$ cat src/rtl/tfc_sensor_cond_pkg.sv
// Shared definitions for the traffic-light controller sensor front end:
// lamp and stretch-state encodings, default timing, and a counter-width helper.
package tfc_sensor_cond_pkg;

    typedef enum logic [1:0] {
        GREEN  = 2'b00,
        YELLOW = 2'b01,
        RED    = 2'b10
    } lamp_e;

    typedef enum logic [1:0] {
        IDLE    = 2'b00,
        PRESENT = 2'b01,
        HOLD    = 2'b10
    } stretch_e;

    localparam int unsigned DEF_DB_CYCLES   = 4;
    localparam int unsigned DEF_HOLD_CYCLES = 8;
    localparam int unsigned DEF_CNT_W       = 8;

    // Width of a down/up counter spanning 0..n-1, never narrower than one bit
    function automatic int unsigned cnt_width(input int unsigned n);
        return (n > 1) ? $clog2(n) : 1;
    endfunction

endpackage

$ cat src/rtl/tfc_sensor_cond_chan.sv
// One detector channel: 2-flop synchroniser, stability debounce, presence
// stretch FSM and, with TFC_VEH_COUNT_EN, a saturating vehicle counter.
module tfc_sensor_cond_chan
    import tfc_sensor_cond_pkg::*;
#(
    parameter int unsigned DB_CYCLES   = DEF_DB_CYCLES,
    parameter int unsigned HOLD_CYCLES = DEF_HOLD_CYCLES,
    parameter int unsigned CNT_W       = DEF_CNT_W
) (
    input  logic             CLK,
    input  logic             reset,
    input  logic             det,
    input  logic             cnt_clr,
    output logic             t,
    output logic [CNT_W-1:0] cnt
);

    localparam int unsigned DB_W   = cnt_width(DB_CYCLES);
    localparam int unsigned HOLD_W = cnt_width(HOLD_CYCLES);
    localparam logic [DB_W-1:0]   DB_LAST   = DB_W'(DB_CYCLES - 1);
    localparam logic [HOLD_W-1:0] HOLD_LOAD = HOLD_W'((HOLD_CYCLES > 0) ? HOLD_CYCLES - 1 : 0);

    logic            s1;
    logic            s2;
    logic            st;
    logic [DB_W-1:0] db_cnt;

    stretch_e          state_q;
    stretch_e          state_d;
    logic [HOLD_W-1:0] hold_q;
    logic [HOLD_W-1:0] hold_d;
    logic              t_d;
    logic              veh_inc;

    // Synchroniser and debounce: st flips only after DB_CYCLES disagreeing samples
    always_ff @(posedge CLK) begin
        if (reset) begin
            s1     <= 1'b0;
            s2     <= 1'b0;
            st     <= 1'b0;
            db_cnt <= '0;
        end else begin
            s1 <= det;
            s2 <= s1;
            if (s2 != st) begin
                if (db_cnt == DB_LAST) begin
                    st     <= s2;
                    db_cnt <= '0;
                end else begin
                    db_cnt <= db_cnt + DB_W'(1);
                end
            end else begin
                db_cnt <= '0;
            end
        end
    end

    // Stretch FSM next state; HOLD bridges short gaps between vehicles
    always_comb begin
        state_d = state_q;
        hold_d  = hold_q;
        case (state_q)
            IDLE: begin
                if (st) state_d = PRESENT;
            end
            PRESENT: begin
                if (!st) begin
                    if (HOLD_CYCLES == 0) begin
                        state_d = IDLE;
                    end else begin
                        state_d = HOLD;
                        hold_d  = HOLD_LOAD;
                    end
                end
            end
            HOLD: begin
                if (st) begin
                    state_d = PRESENT;
                end else if (hold_q == '0) begin
                    state_d = IDLE;
                end else begin
                    hold_d = hold_q - HOLD_W'(1);
                end
            end
            default: state_d = IDLE;
        endcase
    end

    assign t_d     = (state_d != IDLE);
    assign veh_inc = (state_q == IDLE) && (state_d == PRESENT);

    always_ff @(posedge CLK) begin
        if (reset) begin
            state_q <= IDLE;
            hold_q  <= '0;
            t       <= 1'b0;
        end else begin
            state_q <= state_d;
            hold_q  <= hold_d;
            t       <= t_d;
        end
    end

`ifdef TFC_VEH_COUNT_EN
    localparam logic [CNT_W-1:0] CNT_MAX = '1;

    // Clear beats a same-cycle increment; HOLD->PRESENT is the same platoon
    always_ff @(posedge CLK) begin
        if (reset || cnt_clr) begin
            cnt <= '0;
        end else if (veh_inc && (cnt != CNT_MAX)) begin
            cnt <= cnt + CNT_W'(1);
        end
    end
`else
    logic unused_cnt;

    assign cnt        = '0;
    assign unused_cnt = cnt_clr ^ veh_inc;
`endif

endmodule

$ cat src/rtl/tfc_sensor_cond.sv
// Conditions the street A/B loop detectors into the T_A/T_B presence flags.
// Define TFC_VEH_COUNT_EN to enable the per-street saturating vehicle counters.
module tfc_sensor_cond
    import tfc_sensor_cond_pkg::*;
#(
    parameter int unsigned DB_CYCLES   = DEF_DB_CYCLES,
    parameter int unsigned HOLD_CYCLES = DEF_HOLD_CYCLES,
    parameter int unsigned CNT_W       = DEF_CNT_W
) (
    input  logic             CLK,
    input  logic             reset,
    input  logic             det_a,
    input  logic             det_b,
    input  logic             cnt_clr,
    output logic             T_A,
    output logic             T_B,
    output logic [CNT_W-1:0] cnt_a,
    output logic [CNT_W-1:0] cnt_b
);

    tfc_sensor_cond_chan #(
        .DB_CYCLES  (DB_CYCLES),
        .HOLD_CYCLES(HOLD_CYCLES),
        .CNT_W      (CNT_W)
    ) u_chan_a (
        .CLK    (CLK),
        .reset  (reset),
        .det    (det_a),
        .cnt_clr(cnt_clr),
        .t      (T_A),
        .cnt    (cnt_a)
    );

    tfc_sensor_cond_chan #(
        .DB_CYCLES  (DB_CYCLES),
        .HOLD_CYCLES(HOLD_CYCLES),
        .CNT_W      (CNT_W)
    ) u_chan_b (
        .CLK    (CLK),
        .reset  (reset),
        .det    (det_b),
        .cnt_clr(cnt_clr),
        .t      (T_B),
        .cnt    (cnt_b)
    );

endmodule

$ cat config.mk
export PLATFORM = sky130hd
export DESIGN_NAME = tfc_sensor_cond
export DESIGN_NICKNAME = d
export VERILOG_FILES = /design/src/rtl/tfc_sensor_cond_pkg.sv /design/src/rtl/tfc_sensor_cond_chan.sv /design/src/rtl/tfc_sensor_cond.sv
export SDC_FILE = /design/constraint.sdc
export NUM_CORES = 1
export LEC_CHECK = 0
export CORE_ASPECT_RATIO = 0.9
export CORE_MARGIN = 5
export CORE_UTILIZATION = 52
export CTS_BUF_LIST = sky130_fd_sc_hd__clkbuf_4 sky130_fd_sc_hd__clkbuf_8
export CTS_CLUSTER_DIAMETER = 80
export DETAILED_ROUTE_END_ITERATION = 10
export PLACE_DENSITY = 0.88
export SLEW_MARGIN = 0
export SYNTH_ARGS = -nofsm -noshare
export SYNTH_HDL_FRONTEND = slang
export SYNTH_HIERARCHICAL = 1
export SYNTH_SLANG_ARGS = --single-unit
$ cat constraint.sdc
create_clock -name CLK -period 1.7 [get_ports CLK]
set_clock_uncertainty 0.2 [all_clocks]
set_input_delay 0.255 -clock CLK [delete_from_list [all_inputs] [get_ports CLK]]
set_output_delay 0.255 -clock CLK [all_outputs]
set_load 0.1 [all_outputs]
* Word level (Yosys, flattened, before mapping)
Index checks and enable logic that the tools add are counted.
** Cells by class
- $add $sub $neg :: 4
- Multiply operators :: 0
- Divide/modulo/power cells :: 0
- Order comparisons :: 0
- Equal/unequal tests :: 14
- Shift-type cells :: 0
- Multiplexer cells :: 18
- Bitwise logic cells :: 2
- Reduce and logical (&&, ||, !) cells :: 14
** Operators with widths (count)
- two-way mux 3 bit :: 6
- two-way mux 2 bit :: 8
- != test 2 bit (second input constant) :: 6
- case mux 2 bit (3 select lines) :: 2
- case mux 3 bit (2 select lines) :: 2
- == test 2 bit (second input constant) :: 4
- AND reduction 4 bit :: 2
- nonzero test 2 bit :: 4
- zero test 3 bit :: 2
- OR reduction 3 bit :: 2
- subtractor 3 x 1 -> 3 bit (second input constant) :: 2
- adder 2 x 1 -> 2 bit (second input constant) :: 2
- == test 2 x 1 -> 1 bit (second input constant) :: 2
- zero test 2 bit :: 2
- AND reduction 2 bit :: 2
- != test 1 bit :: 2
- NOT 1 bit :: 2
** Word-level totals
- Register bits after elaboration :: 22
- Latch bits :: 0
- Memory bits (writable) :: 0
- Bits in read-only memories :: 0
- Input bits :: 5
- Output and inout bits :: 18
- Logic and storage cells :: 66
- Memories :: 0

* Longest topological paths before layout
Gate-level depths: netlist (run 1).
- Word-level depth :: 5
- Depth in mapped cells :: 5
- Depth with buffers taken out :: 5

* Modules after synthesis
The synthesis (run 1) kept the hierarchy.
** Modules (own cells, without submodules)
- tfc_sensor_cond_chan :: times used 2, cells each 62, area each 568.0 sq um, sequential area each 220.2 sq um

* Worst setup path after synthesis (run 1)
No wires, ideal clock.
- Path type :: register -> output
- Start :: register u_chan_a.t
- End :: output port T_A
- Arrival time :: 0.909 ns
- Data required time :: 1.245 ns
- Setup slack :: 0.336 ns
- Stages on the path, launching flop included :: 1
- Buffers on the path :: 0
- Cells stage by stage :: dfxtp_1
** RTL lines
- start, declared :: RTL line tfc_sensor_cond_chan.sv:14 : output logic t,
- start signal, assigned :: RTL line tfc_sensor_cond_chan.sv:100 : t <= t_d;
- end, declared :: RTL line tfc_sensor_cond.sv:15 : output logic T_A,
No word-level cell between the ends.

* Final worst setup path (run 1)
- Start :: register u_chan_b.hold_q[0]
- End :: register u_chan_b.hold_q[1]
** Between the ends
- Cells in the longest elaborated chain, start to end :: 4
- Elaborated cells between the ends (all ways) :: 7
- Those cells by class :: add/sub (1); eq/ne (1); mux (3); reduce/logical (2)
** Ends and longest elaborated chain
- start, declared :: RTL line tfc_sensor_cond_chan.sv:30 : logic [HOLD_W-1:0] hold_q;
- start signal, assigned :: RTL line tfc_sensor_cond_chan.sv:99 : hold_q <= hold_d;
- subtractor 3 x 1 -> 3 bit :: RTL line tfc_sensor_cond_chan.sv:82 : hold_d = hold_q - HOLD_W'(1);
- two-way mux 3 bit :: RTL line tfc_sensor_cond_chan.sv:79 : end else if (hold_q == '0) begin
- two-way mux 3 bit :: RTL line tfc_sensor_cond_chan.sv:77 : if (st) begin
- case mux 3 bit (2 select lines) :: RTL line tfc_sensor_cond_chan.sv:62 : case (state_q)
Several ways; a longest one is shown, not always the timed one. The select of a mux whose other input is x is not followed.
A chain may end at the register's enable or synchronous reset.

==> key figures, run 1 <==
Status
  – Outcome: complete, no violations

Worst setup path
  – Worst Setup End Kind: register
  – Setup crit start: u_chan_b/hold_q[0]
  – R2r startpoint: u_chan_b/hold_q[0]
  – Worst EP required: approximately 1.7 ns
  – Worst-path fanout max: 6
  – Startpoint types: register
  – CP Class: register to register
  – Reg2Reg Depth: 5
  – Reg2reg end: u_chan_b/hold_q[1]
  – R2R Setup Slk: 0.21 ns
  – Worst setup path end: u_chan_b/hold_q[1]
  – Arrival time worst endpoint: 1.48 ns

Floorplan
  – Die span in y: 54.35 um
  – # rows: 16
  – Initial core utilization: 53.54%
  – Total die area: ~3200 sq um
  – CORE AREA: 2122 sq um
  – I/O Pins: 23
  – Die Width: roughly 59 um

Timing
  – Final hold vios: 0
  – Period utilization: between 80 and 90%
  – F_max: 671.0 MHz
  – Total negative setup slack: 0 ns
  – Period minus WS final: 1.490 ns
  – RSZ-0062 raised after global routing: no
  – Setup Viol. Count Final: 0
  – PnR worst setup slack: 0.2096 ns
  – Pins Over Slew Limit: 0

GRT
  – Global-route wire length before repair: 2898 um
  – Grt ovf: 0
  – Largest net degree at the start of global routing: 12
  – M1 GR Usage: around an eighth
  – Vias in the first global route: 708
  – Gr usage total: approximately 12%
  – Layer carrying the most global-route usage: met2
  – Met3 Track Usage GR: just over 5%
  – Met2 global-route usage: 22.36%
  – Antenna violations before repair: 0

Synth
  – Async S/R FF share, synth: 0%
  – Main synth FF type: dfxtp_1
  – Post-Synthesis Cells: 124
  – Synth Cell Area: between 1000 and 1500 sq um
  – Largest family of logic cells by synthesized area: simple AND/OR/NAND/NOR gates
  – Synth Area in XOR/XNOR: 1.542%
  – Post-synthesis register bit count: 22
  – Seq/Total Area, Yosys: 38.77%
  – Synth unique cells: 26
  – Post-synth top cells: dfxtp_1, buf_4, nor2_1
  – Most used standard cell by instance count after synthesis: dfxtp_1
  – Yosys warning total: 6
  – Mux contribution to synthesized area: 5.286%
  – Synth area leaders: dfxtp_1, buf_4, ha_1
  – Post-Synth Simple-Gate Area: 20.93%
  – Compound-Gate Fraction of Synth Area: 8.370%
  – Post-synth EDFFs: 0
  – Syn avg cell area: 9.162 sq um
  – Synth area leader: dfxtp_1
  – Synth top area share: 38.77%
  – Post-synthesis adder-cell area fraction: under 10%

Power and ir drop
  – Pwr Total: 925.6 uW
  – Leakage: 0.5162 nW
  – Comb power frac: 19.6%
  – Worst VDD drop: ~0.00073 V
  – PD cells: 794.6 nW/um^2
  – Psw: just over 300 uW
  – Clk pwr share: 23.8%
  – Int Power: 619.4 uW
  – Sequential group share of total power: 56.6%
  – Sw Share: 33.08%

Clock tree
  – Max clock buf depth: 2
  – CTS Sinks: 22
  – Cts hold-fix bufs: 0
  – CTS clock-pin slew for the worst setup and hold paths: 0.11 ns
  – Postcts setup bufs: 0
  – Clock insertion delay at the later pin of the skew report: ~0.3 ns
  – # resized after CTS: 0
  – Max H-tree Level: 1
  – TritonCTS clock tree: built
  – CTS root buffer: clkbuf_4
  – CTS buffer count: 3

Routing
  – Post-DR vias/cell: 5.117
  – Post-route ant nets: 0
  – DR WL/cell: around 12 um
  – Initial DRC Count: 9
  – DRT Pass-1 Iters: 4
  – Drt drc: 0
  – Via count: 788
  – Detailed Route WL: 1811 um

Layout
  – Share of layout cells above drive strength 1: 9.449%
  – Area growth syn-to-layout: 2.533%
  – Fin nets: 140
  – Fillers: just over 200
  – # diodes: 0

Place
  – Port buffer count: 5
  – Pre-CTS WS: 0.09624 ns
  – Routability cong.: 0.7335
  – HPWL after detailed placement: 1415 um

Worst hold path
  – Worst hold path class: register to register
  – Min-Delay Path Depth: 1

Run
  – MaxCap Viol Count: 0
## routing by layer
layer,routed length (um),vias to the layer above
met5,0,-
met4,19,0
met3,114,2
met2,921,23
met1,755,369
li1,-,394
## power by group through the flow
stage | Sequential (mW) | Clock, mW | Combinational [mW]
after floorplan | 0.535 | 0 | 0.195
final | 0.524 | 0.221 | 0.181
after global routing | 0.525 | 0.248 | 0.186
after CTS | 0.524 | 0.231 | 0.180
after detailed placement | 0.536 | 0 | 0.180
after global placement | 0.535 | 0 | 0.179
## through the flow
stage          hold slack (ns)  cells  utilization (%)  area [sq um]
2_1_floorplan           0.1832    138                -          1189
3_3_place_gp            0.2046    151            53.83          1142
3_5_place_dp            0.2251    151            53.83          1142
4_1_cts                 0.2390    154            54.89          1165
5_1_grt                 0.2567    154            54.89          1165
6_report                0.2310    154            54.89          1165
## how the worst min path moves through the flow
stage / start / to / slack (ns)
3_5_place_dp: u_chan_a/db_cnt[0] / u_chan_a/db_cnt[0] / 0.23
3_3_place_gp: u_chan_a/db_cnt[0] / u_chan_a/db_cnt[0] / 0.20
6_report: u_chan_a/db_cnt[0] / u_chan_a/db_cnt[0] / 0.23
2_1_floorplan: det_a / u_chan_a/s1 / 0.18
4_1_cts: u_chan_b/db_cnt[0] / u_chan_b/db_cnt[0] / 0.24
5_1_grt: u_chan_b/db_cnt[0] / u_chan_b/db_cnt[0] / 0.26
## registers in the layout, summed over array words and instances, names as in the netlist
name / count
u_chan_b/db_cnt: 2
u_chan_a/t: 1
u_chan_b/state_q: 2
u_chan_a/hold_q: 3
u_chan_a/s1: 1
u_chan_b/s1: 1
u_chan_b/st: 1
u_chan_b/s2: 1
u_chan_a/state_q: 2
u_chan_b/t: 1
u_chan_b/hold_q: 3
u_chan_a/s2: 1
u_chan_a/st: 1
u_chan_a/db_cnt: 2
## cell usage in the layout, fill, tap and decap left out, drive strengths merged
cell / n
a211oi: 4
xnor2: 2
buf: 5
nand2: 2
nand2b: 2
mux2i: 6
nor3: 6
ha: 6
dfxtp: 22
or3: 2
clkdlybuf4s50: 3
and3: 4
nor2b: 6
nand4: 2
clkbuf: 3
conb: 16
nor3b: 2
a211o: 2
a21oi: 6
a221oi: 2
and2b: 2
nor4: 2
nor2: 10
nand3b: 2
inv: 8
## cell families after synthesis
family | count (synthesis)
buf+inv | 30
fa+ha+maj | 6
flops | 22
mux | 6
compound gates | 14
simple gates | 42
other cells | 2
xor+xnor | 2
## area by class of cell
| type | count | area [sq um] | share of cell area (%) |
|---|---|---|---|
| clock buffers | 3 | 22.52 | 1.933 |
| inverters | 8 | 30.03 | 2.578 |
| multi-input cells | 86 | 545.5 | 46.83 |
| flip-flops and latches | 22 | 440.4 | 37.81 |
| well taps | 27 | 33.78 | 2.900 |
| repair buffers | 8 | 92.59 | 7.948 |
## worst max-delay path, cell delays in order (launching register included)
cell,delay (ns)
dfxtp_1,0.36
inv_1,0.08
ha_1,0.19
nand2b_2,0.12
a211o_1,0.27
and3_1,0.16
(Power assumes the default switching activity.)
==> run 2: changes to the inputs <==
- CORE_MARGIN: 5 -> 8
- TNS_END_PERCENT: unset -> 100
==> run 2 against run 1 <==
Clock-buffer cell count unchanged. Critical endpoint is now u_chan_b/hold_q[0]. Critical path depth unchanged. Non-clock buffer count unchanged. Register-to-register slack about the same. Die area increased by 22%. Setup slack got worse by 0.0099 ns. Wire length increased by 8.3%. First-iteration DRC count increased by 120%. Clock power increased by 81%. Via count increased by 1.0%. Sequential share of layout area decreased by 0.95 points.
==> key figures, run 2 (synthesis gave the netlist of run 1 again) <==
Layout
  – Largest registers: u_chan_a/hold_q x3, u_chan_b/hold_q x3 (unchanged)
  – Non-Filler Instances: 155 (was 154)
  – Most frequent cells in the layout: dfxtp_1, conb_1, nor2_1 (unchanged)
  – Area growth syn-to-layout: 5.177% (was 2.533%)
  – Design Area, Final: 1195 sq um (was 1165 sq um)
  – Fin nets: 140 (unchanged)
  – # diodes: 0 (unchanged)
  – Share of layout cells above drive strength 1: 10.16% (was 9.449%)
  – Commonest non-fill, non-tap cell in the layout: dfxtp_1 (unchanged)

Worst setup path
  – Reg2reg end: u_chan_b/hold_q[0] (was u_chan_b/hold_q[1])
  – Worst Setup End Kind: register (unchanged)
  – CP peak stage delay: 0.36 ns (about the same)
  – Worst EP required: 1.71 ns (was 1.69 ns)
  – R2r startpoint: u_chan_b/hold_q[0] (unchanged)
  – Critical-path cell with the highest stage delay: dfxtp_1 (unchanged)
  – Startpoint types: register (unchanged)
  – Arrival time worst endpoint: 1.51 ns (was 1.48 ns)
  – Setup crit start: u_chan_b/hold_q[0] (unchanged)
  – Reg2Reg Depth: 5 (unchanged)
  – Worst-path fanout max: 6 (unchanged)
  – CP Class: register to register (unchanged)
  – Crit path cell chain: inv_1 -> ha_1 -> nand2b_2 -> and3_1 -> nor4_1 (was inv_1 -> ha_1 -> nand2b_2 -> a211o_1 -> and3_1)
  – R2R Setup Slk: 0.20 ns (was 0.21 ns)
  – Worst setup path end: u_chan_b/hold_q[0] (was u_chan_b/hold_q[1])

Timing
  – F_max: 666.5 MHz (was 671.0 MHz)
  – Total negative setup slack: 0 ns (unchanged)
  – Period minus WS final: 1.500 ns (was 1.490 ns)
  – RSZ-0062 raised after global routing: no (unchanged)
  – Pins Over Slew Limit: 0 (unchanged)
  – Final hold vios: 0 (unchanged)
  – Final hold slack: 0.2254 ns (was 0.2310 ns)
  – Setup Viol. Count Final: 0 (unchanged)
  – Period utilization: 88.25% (was 87.67%)

Place
  – Routability cong.: 0.7882 (was 0.7335)
  – Port buffer count: 5 (unchanged)
  – Post-placement cell count: 151 (unchanged)
  – HPWL after detailed placement: 1489 um (was 1415 um)
  – Cell area after placement: 1142 sq um (unchanged)

Floorplan
  – Die span in y: 60.35 um (was 54.35 um)
  – CORE AREA: 2122 sq um (unchanged)
  – I/O Pins: 23 (unchanged)
  – # rows: 16 (unchanged)
  – Die Width: 65.27 um (was 59.27 um)
  – Total die area: 3939 sq um (was 3221 sq um)
  – Initial core utilization: 53.54% (unchanged)

Routing
  – DR WL/cell: 12.65 um (was 11.76 um)
  – Via count: 796 (was 788)
  – Post-DR vias/cell: 5.135 (was 5.117)
  – Initial DRC Count: 20 (was 9)
  – Detailed Route WL: 1961 um (was 1811 um)
  – DRT Pass-1 Iters: 5 (was 4)
  – Drt drc: 0 (unchanged)
  – Post-route ant nets: 0 (unchanged)

Run
  – MaxCap Viol Count: 0 (unchanged)

GRT
  – Gr usage total: 10.12% (was 12.12%)
  – Grt ovf: 0 (unchanged)
  – Largest net degree at the start of global routing: 14 (was 12)
  – Vias in the first global route: 764 (was 708)
  – Antenna violations before repair: 0 (unchanged)
  – Global-route wire length before repair: 3091 um (was 2898 um)

Worst hold path
  – Min-Delay Path Depth: 1 (unchanged)
  – Worst hold path class: register to register (unchanged)

Clock tree
  – Cts hold-fix bufs: 0 (unchanged)
  – CTS root buffer: clkbuf_4 (unchanged)
  – TritonCTS clock tree: built (unchanged)
  – Clock insertion delay at the later pin of the skew report: 0.31 ns (was 0.30 ns)
  – Max H-tree Level: 1 (unchanged)
  – CTS Sinks: 22 (unchanged)
  – CTS buffer count: 3 (unchanged)
  – CTS clock-pin slew for the worst setup and hold paths: 0.12 ns (was 0.11 ns)
  – Postcts setup bufs: 0 (unchanged)
  – Max clock buf depth: 2 (unchanged)
  – # resized after CTS: 0 (unchanged)

Power and ir drop
  – Worst VDD drop: 0.0006021 V (was 0.0007292 V)
  – Sw Share: 29.87% (was 33.08%)
  – Psw: 330.4 uW (was 306.2 uW)
  – Clk pwr share: 36.2% (was 23.8%)
  – Leakage: 0.5303 nW (was 0.5162 nW)
  – Comb power frac: 16.4% (was 19.6%)
  – Sequential group share of total power: 47.4% (was 56.6%)
  – Pwr Total: 1.106 mW (was 925.6 uW)
  – PD cells: 925.5 nW/um^2 (was 794.6 nW/um^2)
  – Int Power: 775.5 uW (was 619.4 uW)

Status
  – Outcome: complete, no violations (unchanged)
[run 2: cell count changes in the layout (fill, tap and decap cells not counted)]
cell       previous run  this run
bufinv_16             0         1
[run 2: critical path: cells and delay by family (launching register included)]
| kind | cells | cell delay [ns] |
|---|---|---|
| fa+ha+maj | 1 | 0.18 |
| buf+inv | 1 | 0.08 |
| flops | 1 | 0.36 |
| simple gates | 3 | 0.59 |
[run 2: metrics by stage]
| step | setup WS (ns) | utilization (%) |
|---|---|---|
| after floorplan | 0.3360 | - |
| after global placement | 0.1183 | 53.83 |
| after detailed placement | 0.09615 | 53.83 |
| after CTS | 0.2102 | 56.31 |
| after global routing | 0.1270 | 56.31 |
| final | 0.1997 | 56.31 |
[run 2: worst min-delay path by stage]
stage                        from                  to  slack [ns]
2_1_floorplan               det_a         u_chan_a/s1        0.18
3_3_place_gp   u_chan_a/db_cnt[0]  u_chan_a/db_cnt[0]        0.21
3_5_place_dp   u_chan_b/db_cnt[0]  u_chan_b/db_cnt[0]        0.21
4_1_cts        u_chan_b/db_cnt[0]  u_chan_b/db_cnt[0]        0.23
5_1_grt        u_chan_a/db_cnt[0]  u_chan_a/db_cnt[0]        0.25
6_report       u_chan_a/db_cnt[0]  u_chan_a/db_cnt[0]        0.23
[run 2: final cells by class]
cell class	instances	area, sq um
Clock buffer	3	22.52
Clock inverter	1	30.03
Fill cell	213	927.1
Inverter	8	30.03
Multi-Input combinational cell	86	545.5
Sequential cell	22	440.4
Tap cell	27	33.78
Timing Repair Buffer	8	92.59
[run 2: routing by layer]
layer / up-vias / wire (um) / part of all wire, % / track usage, %
li1: 393 / - / - / -
met5: - / 0 / 0 / 0
met4: 0 / 53 / 2.7 / 8.385
met1: 379 / 778 / 40 / 8.925
met3: 7 / 94 / 4.8 / 2.583
met2: 17 / 1033 / 53 / 19.21
[run 2: power by group through the flow]
stage | combinational (mW) | sequential (mW) | clock [mW]
after floorplan | 0.195 | 0.535 | 0
after global placement | 0.179 | 0.535 | 0
after detailed placement | 0.180 | 0.536 | 0
after CTS | 0.180 | 0.524 | 0.411
after global routing | 0.186 | 0.525 | 0.430
final | 0.182 | 0.524 | 0.400
==> run 3: changes to the inputs <==
- CORE_UTILIZATION: 52 -> 50
- CTS_BUF_LIST: sky130_fd_sc_hd__clkbuf_4 sky130_fd_sc_hd__clkbuf_8 -> sky130_fd_sc_hd__clkbuf_4 sky130_fd_sc_hd__clkbuf_8 sky130_fd_sc_hd__clkbuf_16
- PLACE_DENSITY: 0.88 -> 0.85
==> run 3 against run 2 <==
Non-clock buffer count stayed put. Setup slack gained 0.0037 ns. Power fell by 16%. Largest cell class unchanged. Largest power group unchanged.
==> key figures, run 3 (synthesis gave the netlist of run 1 again) <==
Status
  – Outcome: complete, no violations (unchanged)

GRT
  – Met3 Track Usage GR: 2.000% (was 2.583%)
  – Vias in the first global route: 764 (unchanged)
  – Antenna violations before repair: 0 (unchanged)
  – Grt ovf: 0 (unchanged)
  – M1 GR Usage: 10.71% (was 8.925%)
  – Global-route wire length before repair: 3008 um (was 3091 um)
  – Largest net degree at the start of global routing: 12 (was 14)
  – Met2 global-route usage: 15.82% (was 19.21%)
  – Gr usage total: 9.464% (was 10.12%)
  – Layer carrying the most global-route usage: met2 (unchanged)

Routing
  – Initial DRC Count: 39 (was 20)
  – Drt drc: 0 (unchanged)
  – Via count: 803 (was 796)
  – Post-DR vias/cell: 5.214 (was 5.135)
  – DR WL/cell: 11.75 um (was 12.65 um)
  – DRT Pass-1 Iters: 4 (was 5)
  – Post-route ant nets: 0 (unchanged)
  – Detailed Route WL: 1809 um (was 1961 um)

Worst hold path
  – Min-Delay Path Depth: 1 (unchanged)
  – Hold worst-path end: u_chan_b/db_cnt[0] (was u_chan_a/db_cnt[0])
  – Min-delay src: u_chan_b/db_cnt[0] (was u_chan_a/db_cnt[0])
  – Worst hold path class: register to register (unchanged)

Place
  – HPWL after detailed placement: 1404 um (was 1489 um)
  – Port buffer count: 5 (unchanged)
  – Routability cong.: 0.8518 (was 0.7882)

Layout
  – Largest registers: u_chan_a/hold_q x3, u_chan_b/hold_q x3 (unchanged)
  – Area growth syn-to-layout: 2.533% (was 5.177%)
  – Commonest non-fill, non-tap cell in the layout: dfxtp_1 (unchanged)
  – Core Util, Final: 53.88% (was 56.31%)
  – Fin nets: 140 (unchanged)
  – Share of layout cells above drive strength 1: 9.449% (was 10.16%)
  – # diodes: 0 (unchanged)
  – Most frequent cells in the layout: dfxtp_1, conb_1, nor2_1 (unchanged)

Clock tree
  – Max H-tree Level: 1 (unchanged)
  – Max clock buf depth: 2 (unchanged)
  – Postcts setup bufs: 0 (unchanged)
  – CTS root buffer: clkbuf_4 (unchanged)
  – TritonCTS clock tree: built (unchanged)
  – CTS Sinks: 22 (unchanged)
  – CTS buffer count: 3 (unchanged)
  – Clock insertion delay at the later pin of the skew report: 0.30 ns (was 0.31 ns)
  – CTS clock-pin slew for the worst setup and hold paths: 0.11 ns (was 0.12 ns)
  – # resized after CTS: 0 (unchanged)
  – Cts hold-fix bufs: 0 (unchanged)

Worst setup path
  – Worst EP required: 1.70 ns (was 1.71 ns)
  – Crit path cell chain: inv_1 -> ha_1 -> nand2b_2 -> a211o_1 -> and3_1 (was inv_1 -> ha_1 -> nand2b_2 -> and3_1 -> nor4_1)
  – Critical-path cell with the highest stage delay: dfxtp_1 (unchanged)
  – CP Class: register to register (unchanged)
  – Startpoint types: register (unchanged)
  – CP peak stage delay: 0.35 ns (was 0.36 ns)
  – R2R Setup Slk: 0.20 ns (about the same)
  – Reg2reg end: u_chan_a/hold_q[1] (was u_chan_b/hold_q[0])
  – R2r startpoint: u_chan_a/hold_q[0] (was u_chan_b/hold_q[0])
  – Reg2Reg Depth: 5 (unchanged)
  – Arrival time worst endpoint: 1.50 ns (was 1.51 ns)
  – Worst Setup End Kind: register (unchanged)
  – Worst-path fanout max: 6 (unchanged)

Run
  – MaxCap Viol Count: 0 (unchanged)

Floorplan
  – Die Width: 66.25 um (was 65.27 um)
  – I/O Pins: 23 (unchanged)
  – # rows: 16 (unchanged)
  – Die span in y: 61.22 um (was 60.35 um)
  – CORE AREA: 2162 sq um (was 2122 sq um)
  – Initial core utilization: 52.55% (was 53.54%)
  – Total die area: 4056 sq um (was 3939 sq um)

Power and ir drop
  – Pwr Total: 934.0 uW (was 1.106 mW)
  – PD cells: 801.8 nW/um^2 (was 925.5 nW/um^2)
  – Leakage: 0.5162 nW (was 0.5303 nW)
  – Worst VDD drop: 0.0003969 V (was 0.0006021 V)

Timing
  – Period minus WS final: 1.497 ns (was 1.500 ns)
  – RSZ-0062 raised after global routing: no (unchanged)
  – F_max: 668.2 MHz (was 666.5 MHz)
  – Final hold slack: 0.2266 ns (was 0.2254 ns)
  – Total negative setup slack: 0 ns (unchanged)
  – Final hold vios: 0 (unchanged)
  – Setup Viol. Count Final: 0 (unchanged)
  – Pins Over Slew Limit: 0 (unchanged)
  – Period utilization: 88.03% (was 88.25%)
## run 3: cell types whose count changed in the layout (fill, tap and decap cells not counted), sizes merged
| cell | delta |
|---|---|
| bufinv | -1 |
## run 3: worst max path at each step
stage                             from                  end  cells after the start
floorplan                   u_chan_a/t                  T_A                      0
global placement                 reset   u_chan_a/hold_q[1]                      4
detailed placement               reset  u_chan_a/state_q[1]                      4
CTS                 u_chan_b/hold_q[0]   u_chan_b/hold_q[0]                      5
global route        u_chan_a/hold_q[0]   u_chan_a/hold_q[0]                      5
finish              u_chan_a/hold_q[0]   u_chan_a/hold_q[1]                      5
## run 3: stage by stage
stage | worst slack [ns] | cell area [sq um] | std cells
floorplan | 0.3360 | 1189 | 138
global placement | 0.1107 | 1142 | 151
detailed placement | 0.08324 | 1142 | 151
CTS | 0.2140 | 1165 | 154
global route | 0.08246 | 1165 | 154
finish | 0.2035 | 1165 | 154
## run 3: worst max-delay path: cells and delay by family (launching register included)
kind	cells	cell delay, ns
AO/OA/AOI/OAI	1	0.28
buffers and inverters	1	0.10
adder cells (fa/ha/maj)	1	0.19
flip-flops	1	0.35
AND/OR/NAND/NOR	2	0.28
## run 3: power breakdown
group          total (mW)  internal, mW  switching (mW)
Combinational       0.181        0.0158           0.166
Clock               0.229        0.0825           0.147
Sequential          0.523         0.521         0.00234
## run 3: per-layer routing
layer | share of wire, % | up-vias
li1 | - | 395
met1 | 48 | 372
met2 | 44 | 32
met3 | 6.2 | 4
met4 | 2.1 | 0
met5 | 0 | -
## run 3: cell type report
class | instances | area [sq um]
clock buffer | 3 | 22.52
fill | 199 | 997.2
inverter | 8 | 30.03
multi-input combinational | 86 | 545.5
sequential | 22 | 440.4
tap | 27 | 33.78
timing repair buffer | 8 | 92.59
